`src/rtl/mem_stage_ctrl_if.sv`:
```
// Data-memory bus between the MEM-stage controller and the external memory.
// Signal suffixes are relative to the controller: _o driven by it, _i driven by memory.
//   mem_req_o    request valid (held until granted)
//   mem_we_o     1 = write, 0 = read
//   mem_addr_o   word-aligned byte address
//   mem_wdata_o  write data
//   mem_gnt_i    request accepted this cycle
//   mem_rvalid_i read data valid
//   mem_rdata_i  read data
interface mem_stage_ctrl_if #(
  parameter int unsigned ADDR_W = 32,
  parameter int unsigned DATA_W = 32
);
  logic              mem_req_o;
  logic              mem_we_o;
  logic [ADDR_W-1:0] mem_addr_o;
  logic [DATA_W-1:0] mem_wdata_o;
  logic              mem_gnt_i;
  logic              mem_rvalid_i;
  logic [DATA_W-1:0] mem_rdata_i;

  modport master (
    output mem_req_o, mem_we_o, mem_addr_o, mem_wdata_o,
    input  mem_gnt_i, mem_rvalid_i, mem_rdata_i
  );

  modport slave (
    input  mem_req_o, mem_we_o, mem_addr_o, mem_wdata_o,
    output mem_gnt_i, mem_rvalid_i, mem_rdata_i
  );
endinterface

```
`src/rtl/mem_stage_ctrl.sv`:
```
// MEM-stage data-memory access controller for a 5-stage MIPS pipeline.
// Stores are posted into an in-order store buffer and drained to memory;
// loads stall the pipeline until their data returns.
// Optional feature macro: MEM_STAGE_STORE_FWD_EN (store-to-load forwarding
// from the buffer; missing loads bypass buffered stores).
// Ports:
//   clk_i, rst_i (async, active-low)
//   req_read_i, req_write_i, addr_i, wdata_i  from EX_MEM
//   rdata_o                                    load result to MEM_WB
//   stall_o (comb)                             pipeline freeze
//   sb_count_o                                 store buffer occupancy
//   misaligned_o (comb)                        addr_i[1:0] != 0 on an access
//   mem                                        memory bus (master side)
module mem_stage_ctrl #(
  parameter int unsigned ADDR_W   = 32,
  parameter int unsigned DATA_W   = 32,
  parameter int unsigned SB_DEPTH = 4
) (
  input  logic                        clk_i,
  input  logic                        rst_i,
  input  logic                        req_read_i,
  input  logic                        req_write_i,
  input  logic [ADDR_W-1:0]           addr_i,
  input  logic [DATA_W-1:0]           wdata_i,
  output logic [DATA_W-1:0]           rdata_o,
  output logic                        stall_o,
  output logic [$clog2(SB_DEPTH):0]   sb_count_o,
  output logic                        misaligned_o,
  mem_stage_ctrl_if.master            mem
);

  localparam int unsigned PTR_W = $clog2(SB_DEPTH);
  localparam int unsigned CNT_W = PTR_W + 1;

  typedef enum logic [2:0] {
    IDLE,
    ST_REQ,
    LD_REQ,
    LD_WAIT,
    LD_DONE
  } state_t;

  state_t state, state_n;

  // Store buffer storage and pointers
  logic [ADDR_W-1:0] sb_addr [SB_DEPTH];
  logic [DATA_W-1:0] sb_data [SB_DEPTH];
  logic [PTR_W-1:0]  rd_ptr, wr_ptr;
  logic [CNT_W-1:0]  count;
  logic              full, empty, push, pop;

  // Registered memory-bus and result state with their next values
  logic              req_q, req_n;
  logic              we_q, we_n;
  logic [ADDR_W-1:0] addr_q, addr_n;
  logic [DATA_W-1:0] wdata_q, wdata_n;
  logic [DATA_W-1:0] rdata_q, rdata_n;

  logic [ADDR_W-1:0] aligned_addr;

  assign aligned_addr = {addr_i[ADDR_W-1:2], 2'b00};
  assign full         = (count == CNT_W'(SB_DEPTH));
  assign empty        = (count == '0);
  // A store stuck behind a full buffer is only taken once a later cycle sees space
  assign push         = req_write_i && !full;

  assign stall_o      = (req_read_i && (state != LD_DONE)) || (req_write_i && full);
  assign misaligned_o = (req_read_i | req_write_i) & (|addr_i[1:0]);

  assign rdata_o       = rdata_q;
  assign sb_count_o    = count;
  assign mem.mem_req_o   = req_q;
  assign mem.mem_we_o    = we_q;
  assign mem.mem_addr_o  = addr_q;
  assign mem.mem_wdata_o = wdata_q;

`ifdef MEM_STAGE_STORE_FWD_EN
  // Youngest matching buffered store: scan oldest to newest, last hit wins
  logic              fwd_hit;
  logic [DATA_W-1:0] fwd_data;
  logic [PTR_W-1:0]  fwd_idx;

  always_comb begin
    fwd_hit  = 1'b0;
    fwd_data = '0;
    fwd_idx  = '0;
    for (int i = 0; i < SB_DEPTH; i++) begin
      fwd_idx = rd_ptr + PTR_W'(i);
      if ((CNT_W'(i) < count) && (sb_addr[fwd_idx] == aligned_addr)) begin
        fwd_hit  = 1'b1;
        fwd_data = sb_data[fwd_idx];
      end
    end
  end
`endif

  // Next-state and next registered outputs
  always_comb begin
    state_n = state;
    req_n   = 1'b0;
    we_n    = 1'b0;
    addr_n  = addr_q;
    wdata_n = wdata_q;
    rdata_n = rdata_q;
    pop     = 1'b0;

    case (state)
      IDLE: begin
`ifdef MEM_STAGE_STORE_FWD_EN
        if (req_read_i) begin
          if (fwd_hit) begin
            rdata_n = fwd_data;
            state_n = LD_DONE;
          end else begin
            req_n   = 1'b1;
            addr_n  = aligned_addr;
            state_n = LD_REQ;
          end
        end else if (!empty) begin
          req_n   = 1'b1;
          we_n    = 1'b1;
          addr_n  = sb_addr[rd_ptr];
          wdata_n = sb_data[rd_ptr];
          state_n = ST_REQ;
        end
`else
        // Buffered stores always go first so loads observe program order
        if (!empty) begin
          req_n   = 1'b1;
          we_n    = 1'b1;
          addr_n  = sb_addr[rd_ptr];
          wdata_n = sb_data[rd_ptr];
          state_n = ST_REQ;
        end else if (req_read_i) begin
          req_n   = 1'b1;
          addr_n  = aligned_addr;
          state_n = LD_REQ;
        end
`endif
      end

      ST_REQ: begin
        if (mem.mem_gnt_i) begin
          pop     = 1'b1;
          state_n = IDLE;
        end else begin
          req_n = 1'b1;
          we_n  = 1'b1;
        end
      end

      LD_REQ: begin
        if (mem.mem_gnt_i) begin
          state_n = LD_WAIT;
        end else begin
          req_n = 1'b1;
        end
      end

      LD_WAIT: begin
        if (mem.mem_rvalid_i) begin
          rdata_n = mem.mem_rdata_i;
          state_n = LD_DONE;
        end
      end

      LD_DONE: begin
        state_n = IDLE;
      end

      default: begin
        state_n = IDLE;
      end
    endcase
  end

  // State and registered outputs
  always_ff @(posedge clk_i or negedge rst_i) begin
    if (!rst_i) begin
      state   <= IDLE;
      req_q   <= 1'b0;
      we_q    <= 1'b0;
      addr_q  <= '0;
      wdata_q <= '0;
      rdata_q <= '0;
    end else begin
      state   <= state_n;
      req_q   <= req_n;
      we_q    <= we_n;
      addr_q  <= addr_n;
      wdata_q <= wdata_n;
      rdata_q <= rdata_n;
    end
  end

  // Store buffer FIFO; pointers wrap naturally at the power-of-2 depth
  always_ff @(posedge clk_i or negedge rst_i) begin
    if (!rst_i) begin
      rd_ptr <= '0;
      wr_ptr <= '0;
      count  <= '0;
      for (int i = 0; i < SB_DEPTH; i++) begin
        sb_addr[i] <= '0;
        sb_data[i] <= '0;
      end
    end else begin
      if (push) begin
        sb_addr[wr_ptr] <= aligned_addr;
        sb_data[wr_ptr] <= wdata_i;
        wr_ptr          <= wr_ptr + PTR_W'(1);
      end
      if (pop) begin
        rd_ptr <= rd_ptr + PTR_W'(1);
      end
      case ({push, pop})
        2'b10:   count <= count + CNT_W'(1);
        2'b01:   count <= count - CNT_W'(1);
        default: count <= count;
      endcase
    end
  end

endmodule

```
`src/flat_wrapper.sv`:
```
// flat-port wrapper written by rule: the top's interface ports become plain ports
module mem_stage_ctrl_flat 
#(
  parameter int unsigned ADDR_W   = 32,
  parameter int unsigned DATA_W   = 32,
  parameter int unsigned SB_DEPTH = 4
)
  (clk_i, rst_i, req_read_i, req_write_i, addr_i, wdata_i, rdata_o, stall_o, sb_count_o, misaligned_o, mem_mem_req_o, mem_mem_we_o, mem_mem_addr_o, mem_mem_wdata_o, mem_mem_gnt_i, mem_mem_rvalid_i, mem_mem_rdata_i);
  mem_stage_ctrl_if #(.ADDR_W(ADDR_W), .DATA_W(DATA_W)) mem_i ();
  input  logic clk_i;
  input  logic rst_i;
  input  logic req_read_i;
  input  logic req_write_i;
  input  logic [ADDR_W-1:0] addr_i;
  input  logic [DATA_W-1:0] wdata_i;
  output logic [DATA_W-1:0] rdata_o;
  output logic stall_o;
  output logic [$clog2(SB_DEPTH):0] sb_count_o;
  output logic misaligned_o;
  output wire logic [$bits(mem_i.mem_req_o)-1:0] mem_mem_req_o;
  output wire logic [$bits(mem_i.mem_we_o)-1:0] mem_mem_we_o;
  output wire logic [$bits(mem_i.mem_addr_o)-1:0] mem_mem_addr_o;
  output wire logic [$bits(mem_i.mem_wdata_o)-1:0] mem_mem_wdata_o;
  input wire logic [$bits(mem_i.mem_gnt_i)-1:0] mem_mem_gnt_i;
  input wire logic [$bits(mem_i.mem_rvalid_i)-1:0] mem_mem_rvalid_i;
  input wire logic [$bits(mem_i.mem_rdata_i)-1:0] mem_mem_rdata_i;
  assign mem_mem_req_o = mem_i.mem_req_o;
  assign mem_mem_we_o = mem_i.mem_we_o;
  assign mem_mem_addr_o = mem_i.mem_addr_o;
  assign mem_mem_wdata_o = mem_i.mem_wdata_o;
  assign mem_i.mem_gnt_i = mem_mem_gnt_i;
  assign mem_i.mem_rvalid_i = mem_mem_rvalid_i;
  assign mem_i.mem_rdata_i = mem_mem_rdata_i;
  mem_stage_ctrl #(.ADDR_W(ADDR_W), .DATA_W(DATA_W), .SB_DEPTH(SB_DEPTH)) u_core (.clk_i(clk_i), .rst_i(rst_i), .req_read_i(req_read_i), .req_write_i(req_write_i), .addr_i(addr_i), .wdata_i(wdata_i), .rdata_o(rdata_o), .stall_o(stall_o), .sb_count_o(sb_count_o), .misaligned_o(misaligned_o), .mem(mem_i));
endmodule
```
`config.mk`:
```
export PLATFORM = sky130hd
export DESIGN_NAME = mem_stage_ctrl_flat
export DESIGN_NICKNAME = d
export VERILOG_FILES = /design/src/rtl/mem_stage_ctrl_if.sv /design/src/rtl/mem_stage_ctrl.sv /design/src/flat_wrapper.sv
export SDC_FILE = /design/constraint.sdc
export NUM_CORES = 1
export LEC_CHECK = 0
export CORE_MARGIN = 2
export CORE_UTILIZATION = 59
export DETAILED_ROUTE_END_ITERATION = 10
export PLACE_DENSITY = 0.83
export SETUP_SLACK_MARGIN = 0.1
export SLEW_MARGIN = 20
export SYNTH_ARGS = -nofsm -noshare
export SYNTH_HDL_FRONTEND = slang
export SYNTH_SLANG_ARGS = --single-unit
```
`constraint.sdc`:
```
create_clock -name clk_i -period 4.25 [get_ports clk_i]
set_input_delay 0.425 -clock clk_i [delete_from_list [all_inputs] [get_ports clk_i]]
set_output_delay 0.425 -clock clk_i [all_outputs]
set_load 0.05 [all_outputs]
```
Yosys cells after proc, flatten, opt, wreduce, memory -nomap -nowiden
Cells that the tools add are included.
{"block": "totals", "mem_bits_rw": 0, "latchBits": 0, "memories": 0, "rom_bits": 0, "reg_bits": 364, "in_bits": 102}
{"block": "classes", "n_mul": 0, "reduce_logical": 15, "n_mux": 27, "div_mod_pow": 0, "bitwise": 5, "eq_ne": 12, "n_lt_le_gt_ge": 3, "addsub": 4, "n_shift": 0}
{"op": "128-bit bitwise mux", "n": 2}
{"op": "32-bit 2-to-1 mux", "n": 7}
{"op": "32-bit binary-select mux with 2-bit select", "n": 2}
{"op": "32-bit demux with 2-bit select", "n": 1}
{"op": "3-bit 2-to-1 mux", "n": 5}
{"op": "3-bit case mux with 4 select lines", "n": 1}
{"op": "2-bit inequality test, second input constant", "n": 4}
{"op": "3-bit by 2-bit equality test with 1-bit output, second input constant", "n": 2}
{"op": "3-bit greater-or-equal comparator, second input constant", "n": 2}
{"op": "3-bit logical NOT", "n": 2}
{"op": "1-bit 2-to-1 mux", "n": 6}
{"op": "3-bit inequality test, second input constant", "n": 2}
{"op": "2-bit inverter with 3-bit output", "n": 2}
{"op": "3-bit case mux with 2 select lines", "n": 1}
{"op": "2-bit AND reduction", "n": 3}
{"op": "2-bit by 1-bit adder with 2-bit output, second input constant", "n": 2}
{"op": "1-bit logical AND", "n": 4}
{"op": "1-bit case mux with 2 select lines", "n": 2}
{"op": "4-bit AND reduction", "n": 1}
{"op": "2-bit OR reduction", "n": 2}
{"op": "3-bit by 1-bit adder with 3-bit output, second input constant", "n": 1}
{"op": "3-bit by 1-bit equality test with 1-bit output, second input constant", "n": 1}
{"op": "3-bit equality test, second input constant", "n": 1}
{"op": "3-bit by 1-bit less-than comparator with 1-bit output, second input constant", "n": 1}
{"op": "9 further kinds", "n": 9}

Longest topological paths before layout
Gate-level depths: netlist of the first run.
{"block": "logic_depth", "ltp_word": 6, "depth_mapped": 9}

Worst setup path after synthesis of the first run
OpenSTA, ideal clock, no wires.
{"block": "synth_timing", "path_type": "register -> output", "start": "register u_core.count[2], in the netlist u_core.sb_count_o[2]", "end": "output stall_o", "path_slack_ns": 1.775, "arrival_time_ns": 2.050, "path_stages_with_launch": 4, "cell_sequence": "dfrtp_1 or3b_1 buf_2 o2bb2ai_1"}
{"block": "synth_between", "elab_chain_cells": 3}
{"element": "start: declaration", "line_no": "mem_stage_ctrl.sv:49", "rtl": "logic [CNT_W-1:0] count;"}
{"element": "start signal: assignment", "line_no": "mem_stage_ctrl.sv:216", "rtl": "2'b10: count <= count + CNT_W'(1);"}
{"element": "start signal: assignment", "line_no": "mem_stage_ctrl.sv:217", "rtl": "2'b01: count <= count - CNT_W'(1);"}
{"element": "start signal: assignment", "line_no": "mem_stage_ctrl.sv:218", "rtl": "default: count <= count;"}
{"element": "3-bit equality test", "line_no": "mem_stage_ctrl.sv:62", "rtl": "assign full = (count == CNT_W'(SB_DEPTH));"}
{"element": "1-bit logical AND", "line_no": "mem_stage_ctrl.sv:67", "rtl": "assign stall_o = (req_read_i && (state != LD_DONE)) || (req_write_i && full);"}
{"element": "1-bit logical OR", "line_no": "mem_stage_ctrl.sv:67"}
{"element": "end: declaration", "line_no": "flat_wrapper.sv:17", "rtl": "output logic stall_o;"}
No other way between the ends.

Worst setup path after layout of the first run
Same ends and word-level chain as after synthesis.

==> run_results.csv, run 1 <==
group,metric,value,unit
routing,drtAntennaViolNets,0,
critical_path,crit_slowest_cell,"clkdlybuf4s50_1",
cts,path_clk_slew,0.06,ns
final_layout,fillers,1540,
place,io_buffers,202,
critical_path,path_class,"reg2out",
timing,finalHoldViolCount,0,
global_route,grt_antenna_before_repair,2,
timing,fin_crit_sh,72.49,%
place,hpwl,18.93,mm
cts,cts.path.max_buffers,3,
timing,finalWorstSetupSlack,1.169,ns
routing,vias,8673,
cts,cts-buffers-inserted,37,
die,start_util,60.20,%
die,die_area,26990,µm²
logic_synthesis,synth.yosys.warnings,0,
cts,cts_tree,"done",
final_layout,syn_to_final_growth,23.01,%
logic_synthesis,synth-simple-area-share,1.288,%
die,die_w,164.3,µm
die,dieHeight,164.3,µm
timing,setup_viol_count_final,0,
power_and_ir_drop,seqPwrFrac,36.2,%
global_route,grt_overflow,0,
run,drv_cap,0,
routing,routed_via_density,5.912,
critical_path,arrival,2.66,ns
critical_path,crit_buf_inv,1,
power_and_ir_drop,p_int,10.91,mW
critical_path,cp-end-kind,"output pin",
critical_path,worst_ep_required_time,3.83,ns
timing,relSlewSlack,31.16,%
logic_synthesis,syn_avg_cell_area,16.66,µm²
power_and_ir_drop,sw_frac_of_total,36.39,%
critical_path,path_cells,"or3b_1, o2bb2ai_1, clkdlybuf4s50_1",
logic_synthesis,synthAdderAreaFrac,0.5448,%
die,io-pin-count,205,
critical_path,path_max_fanout,6,
power_and_ir_drop,pwr-share-clk,19.1,%
final_layout,n_antenna_cell,0,
logic_synthesis,synthDistinctLibCells,41,
run_status,run_status,"finished clean",
timing,slew_viol_final,0,
cts,cts.repair.resized,0,
logic_synthesis,synth_xor_area_share,0.4045,%
timing,min_period,3.081,ns
final_layout,fin_nets,1219,
logic_synthesis,post_synth_mux_area_share,32.53,%
logic_synthesis,netlist_instances,910,
timing,finClkSkew,0.01248,ns
timing,rsz0062_at_grt,"no",
final_layout,final_cell_mix,"352 x dfrtp_1, 201 x clkdlybuf4s50_1, 189 x mux2_2, 124 x mux2_1, 62 x mux4_2",
routing,wl_per_cell,21.51,µm
cts,cts_setup_buffers,0,
logic_synthesis,synth_compound_area_share,3.525,%
timing,worst_slew_pin_slew,1.033,ns
critical_path,max_stage_delay,0.82,ns
logic_synthesis,ys_ff_latch,354,
critical_path,cp-start-kind,"flop",
power_and_ir_drop,vdd_drop_max,0.6699,mV
cts,cts.hold.buffers_added,0,
timing,finalSetupTns,0,ns
global_route,grt_pass1_vias,9290,
place,gp_congestion,0.7346,
timing,timing.fmax,324.6,MHz
power_and_ir_drop,p_comb_share,44.7,%
die,core,25180,µm²
cts,insertion_delay,0.52,ns
critical_path,cpLargestDelayFamily,"buffers and inverters",
global_route,grt_usage,24.16,%
power_and_ir_drop,p_leak,7.824,nW
cts,htreeDepth,2,
global_route,grt_max_degree,140,
cts,root_buffer,"clkbuf_16",
logic_synthesis,synth_top_family_by_area,"multiplexers",
logic_synthesis,synth_area,15160,µm²
final_layout,final_common_cell,"dfrtp_1",
routing,wl,31.55,mm
cts,clock-sinks,354,
die,num_rows,58,
final_layout,drive_gt1_share,30.08,%
routing,firstDrtPassIters,4,
power_and_ir_drop,power.switching,6.242,mW
power_and_ir_drop,cellPowerDensity,919.9,nW/µm²
hold_path,hold_class,"in2async",
routing,dr.first_iter.drc_count,457,
global_route,grt_pass1_wl,50.80,mm
logic_synthesis,yosysSeqAreaShare,58.44,%
routing,drc,0,
place,dp_slack,1.589,ns
==> synth_stat cells <==
master       n  area [µm²]
nor3_1       1       5.000
or4b_1       1       10.01
buf_6       24       270.3
ha_1         5       62.56
nand2_1      3       11.26
o22ai_1     30       187.7
nor2_4       1       11.26
nor2_1       2       7.510
nor2b_1      1       6.260
o2bb2ai_1    1       8.760
a21oi_1      1       5.000
inv_1        9       33.78
clkbuf_1    18       67.56
nand3_1      2       10.01
a21o_1       2       15.01
o21a_1       1       7.510
xor2_1       3       26.28
and4bb_2     1       12.51
o21bai_1     2       15.01
xnor2_1      4       35.03
mux4_2      62        1396
or3b_1       1       8.760
a2bb2oi_1   30       262.8
nor3b_1      1       7.510
a22oi_1      1       7.510
nand3_4      4       70.07
fa_1         1       20.02
mux2_2     189        2128
or2_2        1       6.260
o32ai_1      1       8.760
o22a_1       1       8.760
buf_2       15       75.07
nor3_2       1       10.01
dfrtp_1    354        8859
conb_1       1       3.750
or3_1        2       12.51
a21boi_0     1       7.510
buf_4        6       45.04
nand2b_1     1       6.260
mux2i_1      1       10.01
mux2_1     124        1396
==> layout make-up <==
cell class,count,area [µm²],share of cell area (%)
flip-flops and latches,354,8864,47.53
multi-input cells,485,5823,31.23
repair buffers,224,2272,12.19
clock buffers,53,1099,5.891
well taps,330,412.9,2.214
clock inverters,12,142.6,0.7649
inverters,9,33.78,0.1812
==> power groups by stage <==
stage / Combinational (mW) / Sequential [mW] / Clock, mW
global route: 8.13 / 6.45 / 3.49
detailed placement: 7.65 / 6.26 / 0
CTS: 7.71 / 6.22 / 3.35
global placement: 7.48 / 6.16 / 0
floorplan: 4.26 / 7.48 / 0
finish: 7.66 / 6.22 / 3.28
==> worst paths after layout <==
kind	from	cells past startpoint	endpoint	slack [ns]
min in group clk_i	u_core.sb_addr[20]$_DFFE_PN0P_	1	u_core.sb_addr[20]$_DFFE_PN0P_	0.49
max reg2reg	u_core.sb_count_o[2]$_DFFE_PN0P_	4	u_core.sb_addr[16]$_DFFE_PN0P_	1.60
max	u_core.sb_count_o[2]$_DFFE_PN0P_	3	stall_o	1.17
min reg2reg	u_core.sb_addr[20]$_DFFE_PN0P_	1	u_core.sb_addr[20]$_DFFE_PN0P_	0.49
min	rst_i	2	u_core.mem.mem_wdata_o[3]$_DFFE_PN0P_	0.44
max in group asynchronous	rst_i	4	u_core.rdata_o[26]$_DFFE_PN0P_	2.67
==> per-stage QoR <==
step	utilization, %	hold WS (ns)	instance area [µm²]	total power [mW]	cells
floorplan	-	0.1294	15160	11.75	911
global placement	68.86	0.4678	17340	13.64	1399
detailed placement	68.86	0.4766	17340	13.91	1399
CTS	73.79	0.1023	18580	17.28	1464
global route	74.05	0.4850	18650	18.07	1467
finish	74.05	0.4369	18650	17.15	1467
==> metal layers <==
| metal | vias up | global-route usage [%] | wire length, µm |
|---|---|---|---|
| li1 | 3798 | - | - |
| met1 | 4645 | 34.46 | 14050 |
| met2 | 187 | 39.56 | 15690 |
| met3 | 41 | 3.965 | 1381 |
| met4 | 2 | 5.622 | 420 |
| met5 | - | 0 | 11 |
==> registers in the layout, summed over array words and instances (netlist names) <==
name and cells:
u_core.mem.mem_addr_o 30, u_core.mem.mem_req_o 1, u_core.mem.mem_wdata_o 32, u_core.mem.mem_we_o 1
u_core.rd_ptr 2, u_core.rdata_o 32, u_core.sb_addr 120, u_core.sb_count_o 3
u_core.sb_data 128, u_core.state 3, u_core.wr_ptr 2
==> worst reg2reg max path: stages, from the launching register on <==
cell	delay, ns
dfrtp_1	0.52
or3b_1	0.59
nand3_4	0.16
buf_4	0.78
mux2_2	0.49
==> kinds of logic after synthesis <==
logic type | Yosys count
multiplexers | 376
flip-flops | 354
buffers and inverters | 72
AO/OA/AOI/OAI | 71
AND/OR/NAND/NOR | 23
XOR/XNOR | 7
adder cells (fa/ha/maj) | 6
other | 1
Note: power is estimated with default switching activity, not from simulation.
==> run 2: changes to the inputs <==
Settings changed: CORE_UTILIZATION 59 to 55, PLACE_DENSITY 0.83 to 0.78.
Clock period 4.25 ns to 3.1 ns, I/O delays scaled along.
==> run_results.csv, run 2 (same netlist as run 1, synthesis figures left out) <==
group,metric,value,unit
run_status,run_status,"finished clean",
hold_path,hold_class,"in2reg",
place,gp_congestion,0.7449,
routing,drtAntennaViolNets,0,
die,core,27030,µm²
critical_path,regToRegEndpoint,"u_core.sb_count_o[2]$_DFFE_PN0P_",
global_route,grt_usage,22.95,%
final_layout,final_cell_mix,"352 x dfrtp_1, 200 x clkdlybuf4s50_1, 189 x mux2_2, 124 x mux2_1, 62 x mux4_2",
final_layout,fin_nets,1230,
hold_path,holdPathEnd,"u_core.rdata_o[29]$_DFFE_PN0P_",
die,die_w,170.0,µm
final_layout,fillers,1784,
cts,cts.path.max_buffers,3,
final_layout,syn_to_final_growth,23.88,%
cts,root_buffer,"clkbuf_16",
critical_path,crit_slowest_cell,"or3b_1",
place,hpwl,19.88,mm
critical_path,cp-start-kind,"flop",
place,placed_area,17490,µm²
global_route,grt_util_met3,4.047,%
final_layout,drive_gt1_share,30.61,%
critical_path,cp-end-kind,"output pin",
die,num_rows,60,
cts,cts_tree,"done",
critical_path,max_stage_delay,0.58,ns
global_route,grt_max_degree,86,
final_layout,n_antenna_cell,0,
cts,insertion_delay,0.52,ns
critical_path,arrival,2.43,ns
critical_path,path_max_fanout,7,
die,start_util,56.09,%
routing,firstDrtPassIters,4,
critical_path,reg2reg_slack,0.68,ns
cts,cts_setup_buffers,0,
global_route,grt_pass1_vias,9485,
routing,routed_via_density,5.836,
timing,min_period,2.738,ns
final_layout,stdcell_area,18780,µm²
critical_path,r2r_start,"u_core.sb_count_o[0]$_DFFE_PN0P_",
critical_path,reg2reg_depth,8,
cts,path_clk_slew,0.06,ns
routing,vias,8701,
timing,slew_viol_final,0,
global_route,gr-usage-met1,31.98,%
timing,finClkSkew,0.01093,ns
final_layout,final_common_cell,"dfrtp_1",
critical_path,cpLargestDelayFamily,"simple AND/OR/NAND/NOR gates",
timing,rsz0062_at_grt,"no",
cts,cts-buffers-inserted,38,
timing,setup_viol_count_final,0,
timing,timing.fmax,365.2,MHz
critical_path,path_class,"reg2out",
timing,finalHoldViolCount,0,
critical_path,crit_buf_inv,1,
cts,htreeDepth,2,
die,die_area,28910,µm²
final_layout,layout.cells.non_filler,1491,
power_and_ir_drop,p_total,23.62,mW
die,dieHeight,170.0,µm
routing,wl,31.98,mm
timing,relSlewSlack,55.50,%
place,dp.cells,1422,
critical_path,path_cells,"or3b_1, o2bb2ai_1, dlygate4sd2_1",
run,drv_cap,0,
global_route,grt_overflow,0,
final_layout,largest_reg_flops,128,
global_route,met2_usage,37.98,%
hold_path,hp-start,"mem_mem_rdata_i[29]",
place,dp_slack,0.5892,ns
global_route,grt_antenna_before_repair,1,
die,io-pin-count,205,
timing,worst_slew_pin_slew,0.6674,ns
timing,finalSetupTns,0,ns
critical_path,worst_ep_required_time,2.79,ns
timing,fin_crit_sh,88.33,%
final_layout,top_register,"u_core.sb_data",
cts,clock-sinks,354,
routing,dr.first_iter.drc_count,459,
hold_path,hold_depth,2,
power_and_ir_drop,p_leak,7.888,nW
timing,finalWorstSetupSlack,0.3617,ns
global_route,grt_busiest_layer,"met2",
routing,wl_per_cell,21.45,µm
routing,drc,0,
power_and_ir_drop,cellPowerDensity,1258,nW/µm²
global_route,grt_pass1_wl,51.81,mm
final_layout,reg_top3,"u_core.sb_data (128), u_core.sb_addr (120)",
place,io_buffers,202,
power_and_ir_drop,vdd_drop_max,0.7487,mV
==> run 2: worst max-delay path by stage <==
| stage | start | to | slack [ns] | depth (start not counted) |
|---|---|---|---|---|
| after floorplan | u_core.sb_count_o[2]$_DFFE_PN0P_ | u_core.sb_count_o[2]$_DFFE_PN0P_ | 0.65 | 9 |
| after global placement | u_core.sb_count_o[0]$_DFFE_PN0P_ | stall_o | 0.64 | 3 |
| after detailed placement | u_core.sb_count_o[0]$_DFFE_PN0P_ | stall_o | 0.59 | 3 |
| after CTS | u_core.sb_count_o[0]$_DFFE_PN0P_ | stall_o | 0.32 | 3 |
| after global routing | u_core.sb_count_o[0]$_DFFE_PN0P_ | stall_o | 0.27 | 3 |
| final | u_core.sb_count_o[0]$_DFFE_PN0P_ | stall_o | 0.36 | 3 |
==> run 2: area by class of cell <==
class	instances	area, µm²	area share, %
tap	341	426.7	2.272
multi-input combinational	485	5823	31.01
sequential	354	8864	47.20
inverter	9	33.78	0.1799
clock inverter	9	101.3	0.5397
clock buffer	59	1174	6.250
timing repair buffer	234	2356	12.55
==> run 2: timing repair <==
action,4_1_cts,5_1_grt
hold endpoints to repair,74,0
hold buffers,1,0
setup endpoints to repair,1,0
gates resized for setup,1,0
==> run 2: metrics by stage <==
step / utilization [%] / hold WS, ns
5_1_grt: 69.48 / 0.3861
4_1_cts: 69.48 / 0.3717
6_report: 69.48 / 0.3950
2_1_floorplan: - / 0.01441
3_5_place_dp: 64.73 / 0.3646
3_3_place_gp: 64.73 / 0.3635
==> run 2: report_power, final <==
group / leakage [nW] / total [mW] / internal, mW / switching [mW]
Sequential: 4.19 / 8.46 / 7.05 / 1.41
Combinational: 3.07 / 10.6 / 5.23 / 5.36
Clock: 0.627 / 4.56 / 2.77 / 1.79
==> run 2: per-layer routing <==
layer  vias up  share of wire (%)
li1       3824                  -
met1      4635                 44
met2       187                 49
met3        53                5.0
met4         2                1.9
met5         -              0.053
